<file path="src/rtl/tx_access_sched.sv">
// Per-frame transmit access scheduler: queue selection, tx_start issue, ACK window, retry/CW escalation.
// Define TX_SCHED_STRICT_PRIO_EN for strict lowest-index-first queue selection instead of round-robin.
module tx_access_sched #(
   parameter logic [3:0] CW_EXP_MIN  = 4'd4,
   parameter logic [3:0] CW_EXP_MAX  = 4'd10,
   parameter logic [3:0] RETRY_LIMIT = 4'd7
) (
   input  logic       clk,
   input  logic       rstn,
   input  logic       tsf_pulse_1M,
   input  logic [3:0] q_req,
   input  logic [3:0] q_need_ack,
   input  logic [3:0] slice_en,
   input  logic       backoff_done,
   input  logic       ch_idle,
   input  logic       phy_tx_done,
   input  logic       ack_valid,
   input  logic [9:0] ack_timeout_top,
   output logic [3:0] cw_exp,
   output logic       tx_start,
   output logic [1:0] tx_qid,
   output logic [3:0] q_done,
   output logic [3:0] q_drop,
   output logic [3:0] retry_cnt,
   output logic [2:0] sched_state
);

   typedef enum logic [2:0] {
      S_IDLE         = 3'd0,
      S_WAIT_BACKOFF = 3'd1,
      S_TX           = 3'd2,
      S_WAIT_ACK     = 3'd3
   } state_t;

   state_t     state_q, state_d;
   logic [1:0] tx_qid_q, tx_qid_d;
   logic [1:0] last_qid_q, last_qid_d;
   logic       need_ack_q, need_ack_d;
   logic       armed_q, armed_d;
   logic [9:0] ack_timer_q, ack_timer_d;
   logic [3:0] retry_cnt_q, retry_cnt_d;
   logic [3:0] cw_exp_q, cw_exp_d;
   logic       tx_start_q, tx_start_d;
   logic [3:0] q_done_q, q_done_d;
   logic [3:0] q_drop_q, q_drop_d;

   logic [3:0] elig;
   logic [1:0] pick;
   logic       succ, fail;

   assign elig = q_req & slice_en;

`ifdef TX_SCHED_STRICT_PRIO_EN
   // Walk downwards so the lowest eligible index is the last (winning) assignment.
   always_comb begin
      pick = 2'd0;
      for (int i = 3; i >= 0; i--) begin
         if (elig[i]) pick = i[1:0];
      end
   end
`else
   logic [1:0] idx;
   // Walk from the farthest offset to last_qid+1 so the nearest eligible queue wins.
   always_comb begin
      pick = 2'd0;
      idx  = 2'd0;
      for (int i = 4; i >= 1; i--) begin
         idx = last_qid_q + i[1:0];
         if (elig[idx]) pick = idx;
      end
   end
`endif

   always_comb begin
      state_d     = state_q;
      tx_qid_d    = tx_qid_q;
      last_qid_d  = last_qid_q;
      need_ack_d  = need_ack_q;
      armed_d     = armed_q;
      ack_timer_d = ack_timer_q;
      retry_cnt_d = retry_cnt_q;
      cw_exp_d    = cw_exp_q;
      tx_start_d  = 1'b0;
      q_done_d    = 4'd0;
      q_drop_d    = 4'd0;
      succ        = 1'b0;
      fail        = 1'b0;

      // A fresh low phase of backoff_done is required before the next access.
      if (!backoff_done) armed_d = 1'b1;

      case (state_q)
         S_IDLE: begin
            if (|elig) begin
               tx_qid_d   = pick;
               need_ack_d = q_need_ack[pick];
               state_d    = S_WAIT_BACKOFF;
            end
         end
         S_WAIT_BACKOFF: begin
            if (!elig[tx_qid_q]) begin
               state_d = S_IDLE;
            end else if (armed_q && backoff_done && ch_idle) begin
               tx_start_d = 1'b1;
               armed_d    = 1'b0;
               state_d    = S_TX;
            end
         end
         S_TX: begin
            if (phy_tx_done) begin
               if (need_ack_q) begin
                  ack_timer_d = ack_timeout_top;
                  state_d     = S_WAIT_ACK;
               end else begin
                  succ = 1'b1;
               end
            end
         end
         S_WAIT_ACK: begin
            if (ack_valid) begin
               succ = 1'b1;
            end else if (ack_timer_q == 10'd0) begin
               fail = 1'b1;
            end else if (tsf_pulse_1M) begin
               ack_timer_d = ack_timer_q - 10'd1;
            end
         end
         default: state_d = S_IDLE;
      endcase

      if (succ || (fail && (retry_cnt_q == RETRY_LIMIT))) begin
         if (succ) q_done_d = 4'b0001 << tx_qid_q;
         else      q_drop_d = 4'b0001 << tx_qid_q;
         retry_cnt_d = 4'd0;
         cw_exp_d    = CW_EXP_MIN;
         last_qid_d  = tx_qid_q;
         state_d     = S_IDLE;
      end else if (fail) begin
         retry_cnt_d = retry_cnt_q + 4'd1;
         cw_exp_d    = (cw_exp_q >= CW_EXP_MAX) ? CW_EXP_MAX : cw_exp_q + 4'd1;
         state_d     = S_WAIT_BACKOFF;
      end
   end

   always_ff @(posedge clk or negedge rstn) begin
      if (!rstn) begin
         state_q     <= S_IDLE;
         tx_qid_q    <= 2'd0;
         last_qid_q  <= 2'd3;
         need_ack_q  <= 1'b0;
         armed_q     <= 1'b1;
         ack_timer_q <= 10'd0;
         retry_cnt_q <= 4'd0;
         cw_exp_q    <= CW_EXP_MIN;
         tx_start_q  <= 1'b0;
         q_done_q    <= 4'd0;
         q_drop_q    <= 4'd0;
      end else begin
         state_q     <= state_d;
         tx_qid_q    <= tx_qid_d;
         last_qid_q  <= last_qid_d;
         need_ack_q  <= need_ack_d;
         armed_q     <= armed_d;
         ack_timer_q <= ack_timer_d;
         retry_cnt_q <= retry_cnt_d;
         cw_exp_q    <= cw_exp_d;
         tx_start_q  <= tx_start_d;
         q_done_q    <= q_done_d;
         q_drop_q    <= q_drop_d;
      end
   end

   assign cw_exp      = cw_exp_q;
   assign tx_start    = tx_start_q;
   assign tx_qid      = tx_qid_q;
   assign q_done      = q_done_q;
   assign q_drop      = q_drop_q;
   assign retry_cnt   = retry_cnt_q;
   assign sched_state = state_q;

endmodule

</file>
<file path="config.mk">
export PLATFORM = sky130hd
export DESIGN_NAME = tx_access_sched
export DESIGN_NICKNAME = d
export VERILOG_FILES = /design/src/rtl/tx_access_sched.sv
export SDC_FILE = /design/constraint.sdc
export NUM_CORES = 1
export LEC_CHECK = 0
export CAP_MARGIN = 20
export CORE_UTILIZATION = 46
export DETAILED_ROUTE_END_ITERATION = 12
export MAX_ROUTING_LAYER = met4
export PLACE_DENSITY = 0.79
export REMOVE_ABC_BUFFERS = 1
export SLEW_MARGIN = 20
export SYNTH_ARGS = -nofsm -noshare
export SYNTH_HDL_FRONTEND = slang
export SYNTH_SLANG_ARGS = --single-unit
</file>
<file path="constraint.sdc">
create_clock -name clk -period 2.8 [get_ports clk]
set_input_delay 0.84 -clock clk [delete_from_list [all_inputs] [get_ports clk]]
set_output_delay 0.84 -clock clk [all_outputs]
set_load 0.05 [all_outputs]
</file>
Word-level counts from Yosys, hierarchy flattened
Index checks and enable logic that the tools add are counted.
{"block": "classes", "add_sub_neg": 6, "order_cmp": 7, "n_eq_ne": 14, "n_shift": 1, "muxes": 53, "bitwise": 1, "reduce_logical": 12}
{"op": "$mux 10", "count": 5}
{"op": "$mux 4", "count": 9}
{"op": "$mux 3", "count": 7}
{"op": "$pmux 10 s2", "count": 1}
{"op": "$mux 1", "count": 19}
{"op": "$lt 2x3->1 const B", "count": 6}
{"op": "$bmux 1 s2", "count": 6}
{"op": "$ne 4x4->1 const B", "count": 3}
{"op": "$pmux 3 s4", "count": 1}
{"op": "$logic_not 10->1", "count": 1}
{"op": "$ne 2x2->1 const B", "count": 5}
{"op": "$sub 10x1->10 const B", "count": 1}
{"op": "$add 4x1->4 const B", "count": 2}
{"op": "$mux 2", "count": 4}
{"op": "$eq 3x2->1 const B", "count": 2}
{"op": "$reduce_and 6->1", "count": 1}
{"op": "$ne 5x5->1 const B", "count": 1}
{"op": "$reduce_and 5->1", "count": 1}
{"op": "$add 2x2->2 const B", "count": 2}
{"op": "$and 4x4->4", "count": 1}
{"op": "$eq 4x3->1 const B", "count": 1}
{"op": "$ge 4x4->1 const B", "count": 1}
{"op": "$reduce_bool 2->1", "count": 2}
{"op": "$reduce_or 4->1", "count": 1}
{"op": "9 further kinds", "count": 11}
{"block": "word_totals", "register_bits": 36}

Depth between registers and ports, before layout
Gate-level depths: netlist (run 1).
{"block": "logic_depth", "depth_word": 9, "depth_mapped": 8}

Worst setup path after synthesis (run 1)
No wires, ideal clock.
{"block": "synth_timing", "kind": "register to register", "startpoint": "register ack_timer_q[0]", "endpoint": "register last_qid_q[1]", "setup_ns": 0.082, "t_arrival_ns": 2.072, "t_required_ns": 2.718, "setup_slack_ns": 0.645, "path_stages_with_launch": 9, "synth_period_minus_slack_ns": 2.155, "cell_sequence": "dfrtp_1 > inv_1 > ha_1 > or3b_2 > nor4_4 > nand4b_4 > nand2_2 > buf_6 > mux2_4"}
{"block": "synth_via", "elab_chain_len": 6}
{"element": "start, declared", "line": "40", "source": "logic [9:0] ack_timer_q, ack_timer_d;"}
{"element": "start signal, assigned", "line": "164", "source": "ack_timer_q <= ack_timer_d;"}
{"element": "$logic_not 10->1", "line": "122", "source": "end else if (ack_timer_q == 10'd0) begin"}
{"element": "$mux 1", "line": "122"}
{"element": "$mux 1", "line": "120", "source": "if (ack_valid) begin"}
{"element": "$mux 1", "line": "92", "source": "case (state_q)"}
{"element": "$logic_and 1x1->1", "line": "131", "source": "if (succ || (fail && (retry_cnt_q == RETRY_LIMIT))) begin"}
{"element": "$logic_or 1x1->1", "line": "131"}
{"element": "end signal, assigned", "line": "161", "source": "last_qid_q <= last_qid_d;"}
{"element": "end, declared", "line": "37", "source": "logic [1:0] last_qid_q, last_qid_d;"}
No other way between the ends.
A chain may end at the register's enable or synchronous reset.

Worst setup path in the final report (run 1)
{"block": "layout_timing", "startpoint": "register tx_qid_q[1], in the netlist tx_qid[1]", "endpoint": "output port tx_qid[1]"}
{"element": "start, declared", "line": "36", "source": "logic [1:0] tx_qid_q, tx_qid_d;"}
{"element": "start signal, assigned", "line": "160", "source": "tx_qid_q <= tx_qid_d;"}
{"element": "end, declared", "line": "21", "source": "output logic [1:0] tx_qid,"}
No word-level cell between the ends.

==> summary.md, run 1 <==
| Metric | Value |
|---|---|
| Status | `completed` |
| Worst Path Arrival | `1.68 ns` |
| Max-cap violations | `0` |
| Initial drt markers | `103` |
| Routed Antenna Nets | `0` |
| CP bufs+invs | `1` |
| Clk slew on worst S/H paths | `0.07 ns` |
| RSZ-0062 raised after global routing | `no` |
| Clock latency on the worst-skew pair | `0.29 ns` |
| Ports | `51` |
| Final nets | `281` |
| Maximum vdd drop | `0.333 mV` |
| GRT Residual Overflow | `0` |
| CTS tree | `yes` |
| Least-Margin Pin Slew | `0.518 ns` |
| Worst R2R Path Depth | `7` |
| Filler-free cell count of the finished design | `298` |
| R2r setup slk | `0.61 ns` |
| Top-count cell post-synth | `dfrtp_1` |
| Slew headroom | `65.4%` |
| Setup tns final | `0 ns` |
| Synth area leader | `dfrtp_1` |
| Initial core utilization | `48.1%` |
| Pre-Repair DR Iteration Count | `4` |
| Crit path max-delay family | `buffers and inverters` |
| Total track usage | `21.0%` |
| Setup Viol. Count Final | `0` |
| CTS Hold Bufs | `0` |
| Die height | `66.9 µm` |
| # DRC | `0` |
| Critical Path Source Type | `register` |
| Final min period | `2.52 ns` |
| GP Congestion | `0.776` |
| Total CTS buffers | `5` |
| Fin. max-slew vios | `0` |
| Average size of a mapped cell | `9.89 µm²` |
| Synth Instances | `196` |
| Die Wd | `66.9 µm` |
| Post-synthesis sequential area ratio | `45.4%` |
| Fillcell total | `334` |
| Crit path depth | `1` |
| F_max | `0.397 GHz` |
| Total Wirelength | `4230 µm` |
| CTS max path bufs | `2` |
| Vias in the first global route | `1526` |
| Top-area cell type share of the netlist area | `40.0%` |
| Worst R2R End | `last_qid_q[0]` |
| Via count | `1696` |
| Worst Setup SP | `tx_qid[1]` |
| Final Hold Viols | `0` |
| Post-synth EDFFs | `0` |
| Final Skew | `0.00927 ns` |
| Post-CTS Resized | `0` |
| Synth Cell Area | `0.00194 mm²` |
| H-tree levels | `2` |
| Hold_sp | `armed_q` |
| Tcrit/Tclk final | `89.9%` |
| Worst setup path endpoint | `tx_qid[1]` |
| Leading post-synthesis cells by cell area | `dfrtp_1 40%, dfstp_2 5.4%, nand2_1 3.7%` |
| Post-DR vias/cell | `5.69` |
| Row count | `23` |
| DP HPWL | `2980 µm` |
| Sink Count | `35` |
| Die ar. | `0.00448 mm²` |
| Crit Path Category | `register to output port` |
| Setup crit end kind | `output port` |
| Largest stage delay, worst path | `0.87 ns` |
| CTS root buf | `clkbuf_8` |
| Critical path peak fanout | `8` |
| Largest net degree at the start of global routing | `36` |
| Placed cells | `290` |
| Async set-or-reset flop fraction in the synthesized netlist | `100%` |
| Hold crit path type | `register to register` |
| Leakage | `0.00110 µW` |
| Crit-path cells | `clkdlybuf4s50_1` |
| Core footprint | `0.00403 mm²` |
| Port bufs | `49` |
| Cell area after layout | `0.00256 mm²` |
| DR WL/cell | `14.2 µm` |
| Post-CTS setup buffers | `0` |
| Synth unique cells | `57` |
| Placed Area | `0.00247 mm²` |
| Critical Path RT | `1.96 ns` |
| Power Dens Cells | `815 mW/mm²` |
| Worst-path cell with the longest stage delay | `clkdlybuf4s50_1` |
| First-pass GRT wire length | `6830 µm` |
| FF-to-FF Start | `ack_timer_q[0]` |
| Top_reg_cell synth | `dfrtp_1` |
| Post-synth top cells | `31 x dfrtp_1, 19 x nand2_1, 18 x nor2_1` |
| Ant. Diodes | `0` |
| Initial antenna violation count | `0` |
| Area Growth Syn to Fin | `32.1%` |
| Share of cells above drive strength 1 | `12.1%` |
| Synth warn | `0` |
| Synthesized flop and latch total | `35` |
-- routing by layer --
layer / part of all wire [%] / vias up / GRT usage, %
met3: 4.6 / 5 / 4.11
met4: 1.1 / 0 / 6.38
met5: 0 / - / -
met1: 46 / 809 / 28.0
met2: 48 / 57 / 32.1
li1: - / 825 / -
-- registers in the layout (all words and copies together), names as in the netlist --
| signal | cells |
|---|---|
| ack_timer_q | 10 |
| cw_exp | 4 |
| q_done | 4 |
| q_drop | 4 |
| retry_cnt | 4 |
| last_qid_q | 2 |
| sched_state | 2 |
| tx_qid | 2 |
| armed_q | 1 |
| need_ack_q | 1 |
| tx_start | 1 |
-- per-stage QoR --
stage                     utilization [%]  worst slack (ns)  power [µW]  hold WS [ns]
after floorplan                         -             0.382        1390         0.446
after detailed placement             61.3             0.208        1700         0.465
after global placement               61.3             0.267        1690         0.458
after global routing                 63.6             0.242        2220         0.500
final                                63.6             0.284        2090         0.471
after CTS                            63.6             0.283        2090         0.473
-- tightest hold or removal path: stages (launching register included) --
cell and delay (ns):
dfstp_2 0.37, inv_1 0.04, a21oi_1 0.06
-- final cells by class --
type / count / area [µm²] / area share (%)
well taps: 50 / 62.6 / 2.44
multi-input cells: 143 / 963 / 37.6
clock buffers: 7 / 86.3 / 3.37
flip-flops and latches: 35 / 881 / 34.4
repair buffers: 56 / 541 / 21.1
inverters: 6 / 22.5 / 0.879
clock inverters: 1 / 5.00 / 0.195
-- worst min path at each step --
stage	end	slack (ns)	cells past startpoint
floorplan	armed_q	0.45	2
global placement	armed_q	0.46	2
detailed placement	armed_q	0.47	2
CTS	armed_q	0.47	2
global route	armed_q	0.50	2
finish	armed_q	0.47	2
-- cells in the final DEF (no fill, tap or decap), types with 2 or more instances in the layout --
master / synthesis / routed
a21oi_1: 12 / 12
a311oi_1: 3 / 3
a31oi_1: 5 / 5
a41oi_1: 2 / 2
buf_4: 1 / 8
clkbuf_8: 0 / 6
clkdlybuf4s50_1: 0 / 48
dfrtp_1: 31 / 31
dfstp_2: 4 / 4
ha_1: 5 / 5
inv_1: 6 / 6
mux2i_1: 4 / 4
nand2_1: 19 / 19
nand2b_1: 6 / 6
nand3_1: 6 / 6
nand4_1: 2 / 2
nor2_1: 18 / 18
nor2b_1: 2 / 2
nor3_1: 8 / 8
o2111ai_1: 2 / 2
o211ai_1: 2 / 2
o21ai_0: 3 / 3
o2bb2ai_1: 6 / 6
o31ai_1: 4 / 4
o32ai_1: 2 / 2
or3_1: 2 / 2
xor2_1: 2 / 2
-- kinds of logic after synthesis --
| group | after synthesis | share of synthesized area, % |
|---|---|---|
| other | 1 | 0.193 |
| AOI/OAI and AO/OA | 51 | 19.1 |
| adders and majority gates | 5 | 3.23 |
| DFF | 35 | 45.4 |
| muxes | 7 | 4.58 |
| and+or+nand+nor | 76 | 21.2 |
| xor gates and xnor gates | 3 | 1.36 |
| buffers and inverters | 18 | 4.90 |
-- power breakdown --
part / switching (µW) / internal, µW / total, µW / leakage [µW]
sequential: 158 / 653 / 812 / 0.000447
combinational: 528 / 370 / 898 / 0.000604
clock: 179 / 198 / 377 / 0.0000482
Note: power is estimated with default switching activity, not from simulation.
==> run 2, diff against run 1 <==
--- a/config.mk
+++ b/config.mk
@@ -10,6 +10,7 @@
 export DETAILED_ROUTE_END_ITERATION = 12
 export MAX_ROUTING_LAYER = met4
 export PLACE_DENSITY = 0.79
+export RECOVER_POWER = 25
 export REMOVE_ABC_BUFFERS = 1
 export SLEW_MARGIN = 20
 export SYNTH_ARGS = -nofsm -noshare
==> summary.md, run 2 (synthesis results as in run 1) <==
| Metric | Value |
|---|---|
| CTS root buf | `clkbuf_8` |
| Critical path peak fanout | `8 (unchanged)` |
| Post-CTS setup buffers | `0 (unchanged)` |
| Clock latency on the worst-skew pair | `0.29 ns (about the same)` |
| Sink Count | `35 (unchanged)` |
| Cell area after layout | `0.00256 mm² (about the same)` |
| Row count | `23 (unchanged)` |
| Initial drt markers | `103 (unchanged)` |
| Largest register FFs | `10 (unchanged)` |
| Routed Antenna Nets | `0 (unchanged)` |
| DR WL/cell | `14.3 µm (+0.85%)` |
| Worst setup path endpoint | `tx_qid[1]` |
| Slew headroom | `44.0% (-21 points)` |
| Most common cell after layout, fill and taps aside | `clkdlybuf4s50_1` |
| Die height | `66.9 µm (unchanged)` |
| Worst hold margin | `0.471 ns (+0.0000360 ns)` |
| Fillcell total | `335 (+0.30%)` |
| Crit path max-delay family | `buffers and inverters` |
| Final Hold Viols | `0 (unchanged)` |
| GRT Residual Overflow | `0 (unchanged)` |
| Clk slew on worst S/H paths | `0.07 ns (about the same)` |
| Largest net degree at the start of global routing | `36 (unchanged)` |
| Total Wirelength | `4260 µm (+0.85%)` |
| Maximum vdd drop | `0.332 mV (-0.12%)` |
| Die ar. | `0.00448 mm² (unchanged)` |
| Area Growth Syn to Fin | `31.9% (about the same)` |
| Pre-Repair DR Iteration Count | `4 (unchanged)` |
| Fin. max-slew vios | `0 (unchanged)` |
| Least-Margin Pin Slew | `0.840 ns (+0.322 ns)` |
| Worst Setup SP | `tx_qid[1]` |
| Status | `completed` |
| Max-cap violations | `0 (unchanged)` |
| Pre-CTS setup slack | `0.208 ns (unchanged)` |
| F_max | `0.397 GHz (about the same)` |
| Final min period | `2.52 ns (+0.000942 ns)` |
| Critical Path RT | `1.96 ns (about the same)` |
| Top reg by flops | `ack_timer_q` |
| Most frequent cells in the layout | `47 x clkdlybuf4s50_1, 31 x dfrtp_1, 19 x nand2_1, 18 x nor2_1, 12 x a21oi_1` |
| Tcrit/Tclk final | `89.9% (about the same)` |
| PnR worst setup slack | `0.283 ns (-0.000942 ns)` |
| H-tree levels | `2 (unchanged)` |
| Initial core utilization | `48.1% (unchanged)` |
| Total CTS buffers | `5 (unchanged)` |
| Power Dens Cells | `815 mW/mm² (about the same)` |
| Leakage | `0.00110 µW (about the same)` |
| Hold depth | `2 (unchanged)` |
| Hold crit path type | `register to register` |
| Port bufs | `49 (unchanged)` |
| Total track usage | `21.0% (unchanged)` |
| Largest stage delay, worst path | `0.87 ns (about the same)` |
| CTS tree | `yes` |
| Crit Path Category | `register to output port` |
| Critical Path Source Type | `register` |
| Share of cells above drive strength 1 | `12.1% (unchanged)` |
| Placed cells | `290 (unchanged)` |
| Filler-free cell count of the finished design | `298 (unchanged)` |
| R2r setup slk | `0.61 ns (about the same)` |
| RSZ-0062 raised after global routing | `no` |
| Worst R2R End | `last_qid_q[0]` |
| CTS Hold Bufs | `0 (unchanged)` |
| First-pass GRT wire length | `6830 µm (unchanged)` |
| # DRC | `0 (unchanged)` |
| Worst R2R Path Depth | `7 (unchanged)` |
| CP bufs+invs | `1 (unchanged)` |
| Via count | `1671 (-1.5%)` |
| Worst Path Arrival | `1.68 ns (about the same)` |
| Post-CTS Resized | `0 (unchanged)` |
| Setup tns final | `0 ns (unchanged)` |
| Post-DR vias/cell | `5.61 (-1.5%)` |
| Die Wd | `66.9 µm (unchanged)` |
| Placed Area | `0.00247 mm² (unchanged)` |
| Worst-path cell with the longest stage delay | `clkdlybuf4s50_1` |
| Final Skew | `0.00956 ns (+0.000291 ns)` |
| Setup Viol. Count Final | `0 (unchanged)` |
| Core footprint | `0.00403 mm² (unchanged)` |
| CTS max path bufs | `2 (unchanged)` |
| Ant. Diodes | `0 (unchanged)` |
| GP Congestion | `0.776 (unchanged)` |
| Initial antenna violation count | `0 (unchanged)` |
| Setup crit end kind | `output port` |
| Crit path depth | `1 (unchanged)` |
| DP HPWL | `2980 µm (unchanged)` |
| Final nets | `281 (unchanged)` |
| Crit-path cells | `clkdlybuf4s50_1` |
| Ports | `51 (unchanged)` |
| Vias in the first global route | `1526 (unchanged)` |
| FF-to-FF Start | `ack_timer_q[0]` |
==> run 2: changes by cell type in the layout (fill, tap and decap cells not counted), sizes merged <==
cell and delta:
dlygate4sd3 +1, clkdlybuf4s50 -1, buf -1, clkbuf +1
==> run 2: where the power goes <==
part	internal [µW]	switching (µW)	total, µW
registers	653	159	813
logic	369	528	897
clock network	198	179	377
total	1220	866	2090
==> run 2: metrics by stage <==
| stage | utilization (%) | power [µW] |
|---|---|---|
| CTS | 63.6 | 2090 |
| floorplan | - | 1390 |
| global route | 63.5 | 2220 |
| detailed placement | 61.3 | 1700 |
| global placement | 61.3 | 1690 |
| finish | 63.5 | 2090 |
==> run 2: layout make-up <==
cell class,instances,area [µm²],area share (%)
multi-input cells,143,963,37.7
flip-flops and latches,35,881,34.4
repair buffers,56,538,21.0
clock buffers,7,86.3,3.37
well taps,50,62.6,2.44
inverters,6,22.5,0.880
clock inverters,1,5.00,0.196
==> run 2: how the worst min path moves through the flow <==
stage	startpoint	slack, ns	end
4_1_cts	armed_q	0.47	armed_q
2_1_floorplan	armed_q	0.45	armed_q
3_5_place_dp	armed_q	0.47	armed_q
5_1_grt	armed_q	0.50	armed_q
6_report	armed_q	0.47	armed_q
3_3_place_gp	armed_q	0.46	armed_q
==> run 2: metal layers <==
| layer | GRT usage, % | up-vias | wire [µm] |
|---|---|---|---|
| met1 | 28.0 | 796 | 2000 |
| li1 | - | 822 | - |
| met4 | 6.38 | 0 | 48 |
| met5 | - | - | 0 |
| met3 | 4.11 | 5 | 171 |
| met2 | 32.1 | 48 | 2040 |
